### src/rtl/tick_period_monitor_if.sv
// tick_period_monitor_if
//   Groups the tick input and the measurement/status outputs of
//   tick_period_monitor into one bundle.
//   Signals:
//     tick_in       tick from upstream FSM counter (one tick per high cycle)
//     period        last measured tick-to-tick interval in cycles (CW bits)
//     period_valid  one-cycle pulse when period is updated
//     locked        high while the monitor is in LOCKED
//     err_pulse     one-cycle pulse on a mismatched period
//     timeout_flag  one-cycle pulse on tick loss
//     err_count     saturating mismatch count
//   Modports:
//     master  drives tick_in, observes the status outputs
//     slave   the monitor itself
interface tick_period_monitor_if #(
    parameter int CW = 8
);
    logic          tick_in;
    logic [CW-1:0] period;
    logic          period_valid;
    logic          locked;
    logic          err_pulse;
    logic          timeout_flag;
    logic [7:0]    err_count;

    modport master (
        output tick_in,
        input  period, period_valid, locked, err_pulse, timeout_flag, err_count
    );

    modport slave (
        input  tick_in,
        output period, period_valid, locked, err_pulse, timeout_flag, err_count
    );
endinterface

### src/rtl/tick_period_monitor.sv
// tick_period_monitor
//   Measures the interval between ticks from an upstream counter, declares
//   lock after LOCK_COUNT consecutive intervals equal to EXP_PERIOD, flags
//   mismatching intervals and declares tick loss after TIMEOUT tick-free
//   cycles. All outputs are registered.
//   Ports:
//     clk    rising-edge clock
//     reset  synchronous active-low reset
//     bus    tick_period_monitor_if.slave (tick_in in; period, period_valid,
//            locked, err_pulse, timeout_flag, err_count out)
//
//   state    | meaning
//   ---------+-----------------------------------------------
//   S_IDLE   | no reference tick yet; timeout ignored
//   S_ACQ    | measuring intervals, counting matches
//   S_LOCKED | LOCK_COUNT consecutive matches seen
module tick_period_monitor #(
    parameter int EXP_PERIOD = 4,
    parameter int LOCK_COUNT = 3,
    parameter int TIMEOUT    = 16,
    parameter int CW         = 8
) (
    input  logic                 clk,
    input  logic                 reset,
    tick_period_monitor_if.slave bus
);
    localparam int MW = (LOCK_COUNT < 2) ? 1 : $clog2(LOCK_COUNT + 1);

    localparam logic [CW-1:0] G_MAX  = {CW{1'b1}};
    localparam logic [CW-1:0] EXP_G  = CW'(EXP_PERIOD);
    localparam logic [CW-1:0] TO_G   = CW'(TIMEOUT);
    localparam logic [MW-1:0] LOCK_M = MW'(LOCK_COUNT);

    typedef enum logic [1:0] {
        S_IDLE   = 2'd0,
        S_ACQ    = 2'd1,
        S_LOCKED = 2'd2
    } state_t;

    state_t        state, state_n;
    logic [CW-1:0] g, g_n;
    logic [MW-1:0] match_cnt, match_cnt_n;
    logic [CW-1:0] period_q, period_n;
    logic          period_valid_q, period_valid_n;
    logic          locked_q, locked_n;
    logic          err_pulse_q, err_pulse_n;
    logic          timeout_q, timeout_n;
    logic [7:0]    err_count_q, err_count_n;

    always_ff @(posedge clk) begin
        if (!reset) begin
            state          <= S_IDLE;
            g              <= '0;
            match_cnt      <= '0;
            period_q       <= '0;
            period_valid_q <= 1'b0;
            locked_q       <= 1'b0;
            err_pulse_q    <= 1'b0;
            timeout_q      <= 1'b0;
            err_count_q    <= '0;
        end else begin
            state          <= state_n;
            g              <= g_n;
            match_cnt      <= match_cnt_n;
            period_q       <= period_n;
            period_valid_q <= period_valid_n;
            locked_q       <= locked_n;
            err_pulse_q    <= err_pulse_n;
            timeout_q      <= timeout_n;
            err_count_q    <= err_count_n;
        end
    end

    always_comb begin
        state_n        = state;
        match_cnt_n    = match_cnt;
        period_n       = period_q;
        period_valid_n = 1'b0;
        err_pulse_n    = 1'b0;
        timeout_n      = 1'b0;
        err_count_n    = err_count_q;
        g_n            = (g == G_MAX) ? g : g + CW'(1);

        if (bus.tick_in) begin
            // g restarts at 1 so that back-to-back ticks measure period 1
            g_n = CW'(1);
            unique case (state)
                S_IDLE: begin
                    state_n     = S_ACQ;
                    match_cnt_n = '0;
                end
                S_ACQ, S_LOCKED: begin
                    period_n       = g;
                    period_valid_n = 1'b1;
                    if (g == EXP_G) begin
                        if (state == S_ACQ) begin
                            if (match_cnt + MW'(1) == LOCK_M) begin
                                state_n     = S_LOCKED;
                                match_cnt_n = '0;
                            end else begin
                                match_cnt_n = match_cnt + MW'(1);
                            end
                        end
                    end else begin
                        state_n     = S_ACQ;
                        match_cnt_n = '0;
                        err_pulse_n = 1'b1;
                        if (err_count_q != 8'hFF) begin
                            err_count_n = err_count_q + 8'd1;
                        end
                    end
                end
                default: begin
                    state_n     = S_IDLE;
                    match_cnt_n = '0;
                end
            endcase
        end else if (state != S_IDLE && g == TO_G) begin
            // a tick on the timeout cycle takes the branch above instead
            state_n     = S_IDLE;
            match_cnt_n = '0;
            timeout_n   = 1'b1;
        end

        locked_n = (state_n == S_LOCKED);
    end

    assign bus.period       = period_q;
    assign bus.period_valid = period_valid_q;
    assign bus.locked       = locked_q;
    assign bus.err_pulse    = err_pulse_q;
    assign bus.timeout_flag = timeout_q;
    assign bus.err_count    = err_count_q;
endmodule
### src/flat_wrapper.sv
// flat-port wrapper written by rule: the top's interface ports become plain ports
module tick_period_monitor_flat 
#(
    parameter int EXP_PERIOD = 4,
    parameter int LOCK_COUNT = 3,
    parameter int TIMEOUT    = 16,
    parameter int CW         = 8
)
  (clk, reset, bus_tick_in, bus_period, bus_period_valid, bus_locked, bus_err_pulse, bus_timeout_flag, bus_err_count);
  tick_period_monitor_if #(.CW(CW)) bus_i ();
  input  logic clk;
  input  logic reset;
  input wire logic [$bits(bus_i.tick_in)-1:0] bus_tick_in;
  output wire logic [$bits(bus_i.period)-1:0] bus_period;
  output wire logic [$bits(bus_i.period_valid)-1:0] bus_period_valid;
  output wire logic [$bits(bus_i.locked)-1:0] bus_locked;
  output wire logic [$bits(bus_i.err_pulse)-1:0] bus_err_pulse;
  output wire logic [$bits(bus_i.timeout_flag)-1:0] bus_timeout_flag;
  output wire logic [$bits(bus_i.err_count)-1:0] bus_err_count;
  assign bus_i.tick_in = bus_tick_in;
  assign bus_period = bus_i.period;
  assign bus_period_valid = bus_i.period_valid;
  assign bus_locked = bus_i.locked;
  assign bus_err_pulse = bus_i.err_pulse;
  assign bus_timeout_flag = bus_i.timeout_flag;
  assign bus_err_count = bus_i.err_count;
  tick_period_monitor #(.EXP_PERIOD(EXP_PERIOD), .LOCK_COUNT(LOCK_COUNT), .TIMEOUT(TIMEOUT), .CW(CW)) u_core (.clk(clk), .reset(reset), .bus(bus_i));
endmodule
### config.mk
export PLATFORM = sky130hd
export DESIGN_NAME = tick_period_monitor_flat
export DESIGN_NICKNAME = d
export VERILOG_FILES = /design/src/rtl/tick_period_monitor_if.sv /design/src/rtl/tick_period_monitor.sv /design/src/flat_wrapper.sv
export SDC_FILE = /design/constraint.sdc
export NUM_CORES = 1
export LEC_CHECK = 0
export ABC_CLOCK_PERIOD_IN_PS = 2700
export CORE_ASPECT_RATIO = 1.1
export CORE_MARGIN = 1
export CORE_UTILIZATION = 52
export CTS_CLUSTER_DIAMETER = 60
export DETAILED_ROUTE_END_ITERATION = 10
export GPL_ROUTABILITY_DRIVEN = 1
export PLACE_DENSITY = 0.77
export SKIP_CTS_REPAIR_TIMING = 1
export SKIP_LAST_GASP = 1
export SLEW_MARGIN = 20
export SYNTH_ARGS = -nofsm -noshare
export SYNTH_HDL_FRONTEND = slang
export SYNTH_SLANG_ARGS = --single-unit
### constraint.sdc
create_clock -name clk -period 2.7 [get_ports clk]
set_clock_uncertainty 0.15 [all_clocks]
set_input_delay 0.405 -clock clk [delete_from_list [all_inputs] [get_ports clk]]
set_output_delay 0.405 -clock clk [all_outputs]
set_load 0.01 [all_outputs]
; ---- Word level (Yosys, flattened, before mapping)
; Index checks and enable logic that the tools add are counted.
[word_totals]
ff_bits = 32
in_bits = 3
wordCells = 53
output_inout_bits = 20
[op_classes]
n_eq_ne = 10
n_mux = 17
n_bitwise = 2
add_sub_neg = 3
n_reduce_logical = 11
[ops]
columns = op, count
row1 = $mux W2, 11
row2 = $add A8 B1 Y8 const B, 2
row3 = $eq A8 B3 Y1 const B, 1
row4 = $eq A8 B5 Y1 const B, 1
row5 = $eq A8 B8 Y1 const B, 1
row6 = $ne A8 B8 Y1 const B, 1
row7 = $eq A2 B2 Y1 const B, 3
row8 = $reduce_and A2 Y1, 3
row9 = $mux W1, 5
row10 = $ne A4 B4 Y1 const B, 1
row11 = $pmux W2 S2, 1
row12 = $reduce_and A4 Y1, 1
row13 = $reduce_bool A2 Y1, 2
row14 = $reduce_or A2 Y1, 2
row15 = $reduce_and A3 Y1, 1
row16 = $add A2 B1 Y2 const B, 1
row17 = $eq A2 B1 Y1 const B, 1
row18 = $logic_not A2 Y1, 1
row19 = $ne A2 B2 Y1 const B, 1
row20 = $not A1 Y1, 2
row21 = $logic_and A1 B1 Y1, 1

; ---- Longest topological paths before layout
[depth]
depth_word = 8
mapped_depth = 8

; ---- Least setup slack after synthesis
; Ideal clock, no wire load.
[synth_timing]
path_kind = reg2reg
start = register u_core.state[0]
end = register u_core.err_count_q[3] (netlist: u_core.bus.err_count[3])
t_arrival_ps = 1698
path_slack_ps = 782
path_stages_with_launch = 9
required_time_ps = 2480
path_cell_list = dfxtp_1 -> inv_1 -> ha_1 -> and2_1 -> buf_4 -> o21ai_2 -> buf_6 -> or3_2 -> a21oi_1
[synth_between]
elab_chain_len = 3
word_cells_on_any_way = 4
classes_between = 2 x eq/ne / 2 x reduce/logical
[synth_lines]
columns = item, line_no
row1 = start: declaration, tick_period_monitor.sv:40  ; state_t state, state_n;
row2 = start signal: assignment, tick_period_monitor.sv:62  ; state <= state_n;
row3 = $eq A2 B2 Y1 / $eq A2 B1 Y1 (equally long branches), tick_period_monitor.sv:87  ; unique case (state)
row4 = $reduce_or A2 Y1 *, tick_period_monitor.sv:87
row5 = $reduce_and A4 Y1 (no line) *, --
row6 = end signal: assignment, tick_period_monitor.sv:70  ; err_count_q <= err_count_n;
row7 = end: declaration, tick_period_monitor.sv:48  ; logic [7:0] err_count_q, err_count_n;
; Mark *: on every way between the ends. The rest lies on a longest branch, timed or not.
; A chain may end at the register's enable or synchronous reset.

; ---- Final worst setup path
[layout_timing]
start = register u_core.g[0]
end = register u_core.err_count_q[6] (netlist: u_core.bus.err_count[6])
[layout_between]
elab_chain_len = 3
[layout_lines]
columns = item, line_no
row1 = start: declaration, tick_period_monitor.sv:41  ; logic [CW-1:0] g, g_n;
row2 = start signal: assignment, tick_period_monitor.sv:63  ; g <= g_n;
row3 = $eq A8 B3 Y1, tick_period_monitor.sv:95  ; if (g == EXP_G) begin
row4 = $not A1 Y1 (no line), --
row5 = $reduce_and A4 Y1 (no line), --
; No other way between the ends.

==> results by group <==
Outcome
  – Status: finished, final reports clean

Yosys
  – Xor and xnor area share after synthesis: 1.164%
  – Adder-cell area share of the yosys netlist: 4.988%
  – Top cells by count, synth: dfxtp_1 (32), nand2_1 (30), a21oi_1 (19)
  – Main combinational cell family by area after synthesis: simple AND/OR/NAND/NOR gates
  – Sequential fraction of the synthesis area: 42.56%
  – Syn avg cell area: 8.651 um2
  – Mux cell area share after synthesis: 1.995%
  – Cell count after synthesis: 174
  – Post-synth top flop: dfxtp_1
  – Post-synthesis compound-gate area fraction: 16.87%
  – Top post-synthesis cells by area: dfxtp_1 (43%), nand2_1 (7.5%), a21oi_1 (6.3%)
  – Count leader, synth: dfxtp_1
  – Synth warnings: 0
  – Synth Cell Area: 0.001505 mm2
  – Post-synth top area share: 42.56%
  – Simple-Gate Fraction of Synth Area: 27.10%
  – Post-synth EDFFs: 0
  – Yosys reg bits: 32
  – Synth cell types: 47
  – Fraction of registers with async set/reset: 0%
  – Syn_nets: 183
  – Cell taking the most area after synthesis: dfxtp_1

Clocking
  – CTS Sinks: 32
  – CTS clk-pin slew, worst paths: 0.10 ns
  – Clock Latency Late Sink: 0.34 ns
  – Root Driver: clkbuf_4
  – H-tree level count: 2
  – Clock Path Buffers: 2
  – Num CTS Buffers: 5
  – CTS tree: yes

Place
  – GP Congestion: 0.8266
  – IO Port Bufs: 22
  – Dpl hpwl: 2300 um
  – Placed Area: 0.001743 mm2
  – Post-Place Worst Slack: 0.3663 ns
  – Placed cells: 225

Floorplanning
  – Die footprint: 0.003114 mm2
  – Initial Util: 54.68%
  – Die X: 53.30 um
  – IO Count: 23
  – Core area: 0.002753 mm2
  – Die Y: 58.43 um
  – # rows: 20

Route
  – Wire length per cell: 13.41 um
  – Pre-antenna DRT Iters: 5
  – DRC Markers: 0
  – Vias per inst: 5.797
  – Vias: 1,345
  – WL final: 3111 um
  – DRT antenna net count: 0
  – Starting DRT DRC Count: 23

Setup path
  – Critical path cell sequence: inv_1, ha_1, or4b_4, o21ai_2, or4_2, a21oi_1
  – Crit end category: register
  – Reg2reg start: u_core.g[0]$_SDFFE_PN0P_
  – Worst path slowest cell: or4b_4
  – R2r endpoint: u_core.bus.err_count[6]$_SDFFE_PN0P_
  – Flop2flop setup slack: 0.56 ns
  – Worst path buffer plus inverter count: 1
  – Startpoint Class: register
  – R2R depth: 6
  – Critical path class: reg -> reg
  – WP data arrival: 2.20 ns
  – Crit Path Max Fanout: 13
  – Required time of the critical path: 2.76 ns
  – Worst path top cell family by delay: simple AND/OR/NAND/NOR gates
  – Slowest stage delay, CP: 0.50 ns

Hold path
  – Hold path depth: 2
  – Min-delay worst type: reg -> reg
  – Hold Path End: u_core.bus.period[4]$_SDFFE_PN0P_
  – Hold Path Origin: u_core.bus.period[4]$_SDFFE_PN0P_

Timing
  – RSZ-0062 raised after global routing: false
  – Slew @ Worst Pin: 0.5232 ns
  – Setup_tns: 0 ns
  – Final setup fails: 0
  – Fin. max-slew vios: 0
  – Hold violation count in the final report: 0
  – Period minus WS final: 2.143 ns
  – FMAX: 466.7 MHz
  – Slew margin rel.: 65.11%
  – Final worst-path cycle share: 79.35%
  – Setup ws final: 0.5575 ns

Global route
  – Largest net degree at the start of global routing: 17
  – First-pass GRT wire length: 5250 um
  – Vias in the first global route: 1,236
  – Initial antenna violation count: 0
  – Total GRT Usage: 23.29%
  – GR Overflow Total: 0

Cells and area
  – Fraction of layout cells with a size suffix above 1: 10.05%
  – Final Core Density: 65.00%
  – NumNets Final: 208
  – Synth-to-layout area growth: 18.87%
  – # diodes: 0
  – FILL cells: 230
  – Final Cell Area: 0.001789 mm2
  – Layout Cells excl Fill: 232

Power
  – Power per cell area: 447.5 mW/mm2
  – Static Leakage: 0.6118 nW
  – Max VDD drop: 0.3945 mV

Run
  – Max-Cap Viols: 0
logic make-up after synthesis:
kind of cell | after synthesis
mux | 3
xor+xnor | 2
fa+ha+maj | 6
flops | 32
simple gates | 74
compound gates | 41
buf+inv | 16
worst min-delay path, delay by kind of cell (launching register included):
family	cells	cell delay, ns
simple gates	1	0.05
compound gates	1	0.05
flops	1	0.32
area by class of cell:
class                   instances  area (um2)  area share (%)
well taps                      33       41.29           2.308
multi-input cells             126       784.5           43.85
flip-flops and latches         32       640.6           35.80
clock buffers                   6       41.29           2.308
repair buffers                 25       242.7           13.57
clock inverters                 1       5.005          0.2797
inverters                       9       33.78           1.888
sequential cells by signal, summed over array words and instances, names as in the netlist:
name / flops
u_core.bus.period: 8
u_core.g: 8
u_core.bus.timeout_flag: 1
u_core.bus.err_count: 8
u_core.state: 2
u_core.bus.locked: 1
u_core.bus.err_pulse: 1
u_core.bus.period_valid: 1
u_core.match_cnt: 2
cells in the final DEF, fill, tap and decap left out, types with 2 or more instances in the layout:
master,n
o21a_1,2
nor2_1,7
o21ai_0,6
mux2i_1,3
nand2_1,30
nor4b_1,2
or4_1,2
nand3_1,4
clkdlybuf4s50_1,22
nand2b_1,5
o31ai_1,2
a31oi_1,2
nor3_1,2
buf_4,3
dfxtp_1,32
inv_1,9
nor4_1,2
and2_1,3
and3_1,2
nand4_1,3
or3_2,2
ha_1,6
clkbuf_4,5
a21oi_1,19
how the worst max path moves through the flow:
| stage | from | to | slack (ns) | cells after the start |
|---|---|---|---|---|
| 2_1_floorplan | u_core.state[0]$_SDFF_PN0_ | u_core.bus.err_count[3]$_SDFFE_PN0P_ | 0.78 | 8 |
| 3_3_place_gp | bus_tick_in | u_core.bus.err_count[6]$_SDFFE_PN0P_ | 0.46 | 5 |
| 3_5_place_dp | reset | u_core.bus.locked$_SDFF_PN0_ | 0.37 | 5 |
| 4_1_cts | u_core.g[0]$_SDFFE_PN0P_ | u_core.bus.err_count[6]$_SDFFE_PN0P_ | 0.58 | 6 |
| 5_1_grt | u_core.g[0]$_SDFFE_PN0P_ | u_core.bus.err_count[6]$_SDFFE_PN0P_ | 0.41 | 6 |
| 6_report | u_core.g[0]$_SDFFE_PN0P_ | u_core.bus.err_count[6]$_SDFFE_PN0P_ | 0.56 | 6 |
where the power goes:
part / internal, W / total, W / switching, W / leakage, nW
sequential: 0.000478 / 0.000485 / 0.00000648 / 0.259
combinational: 0.0000279 / 0.0000655 / 0.0000376 / 0.325
clock: 0.0000957 / 0.000250 / 0.000155 / 0.0281
total: 0.000602 / 0.000801 / 0.000199 / 0.612
metrics by stage:
step / power [W] / hold slack, ns
after floorplan: 0.0005399 / 0.2985
after global placement: 0.0005590 / 0.2979
after detailed placement: 0.0005615 / 0.3031
after CTS: 0.0008084 / 0.3176
after global routing: 0.0008395 / 0.3432
final: 0.0008007 / 0.3109
layer usage:
metal | vias to the layer above | track usage [%] | wire length [um]
li1 | 668 | - | -
met3 | 10 | 5.426 | 139
met4 | 0 | 14.66 | 82
met2 | 41 | 37.68 | 1537
met5 | - | 0 | 0
met1 | 626 | 27.20 | 1350
No activity file was read; power rests on OpenSTA's default activity.
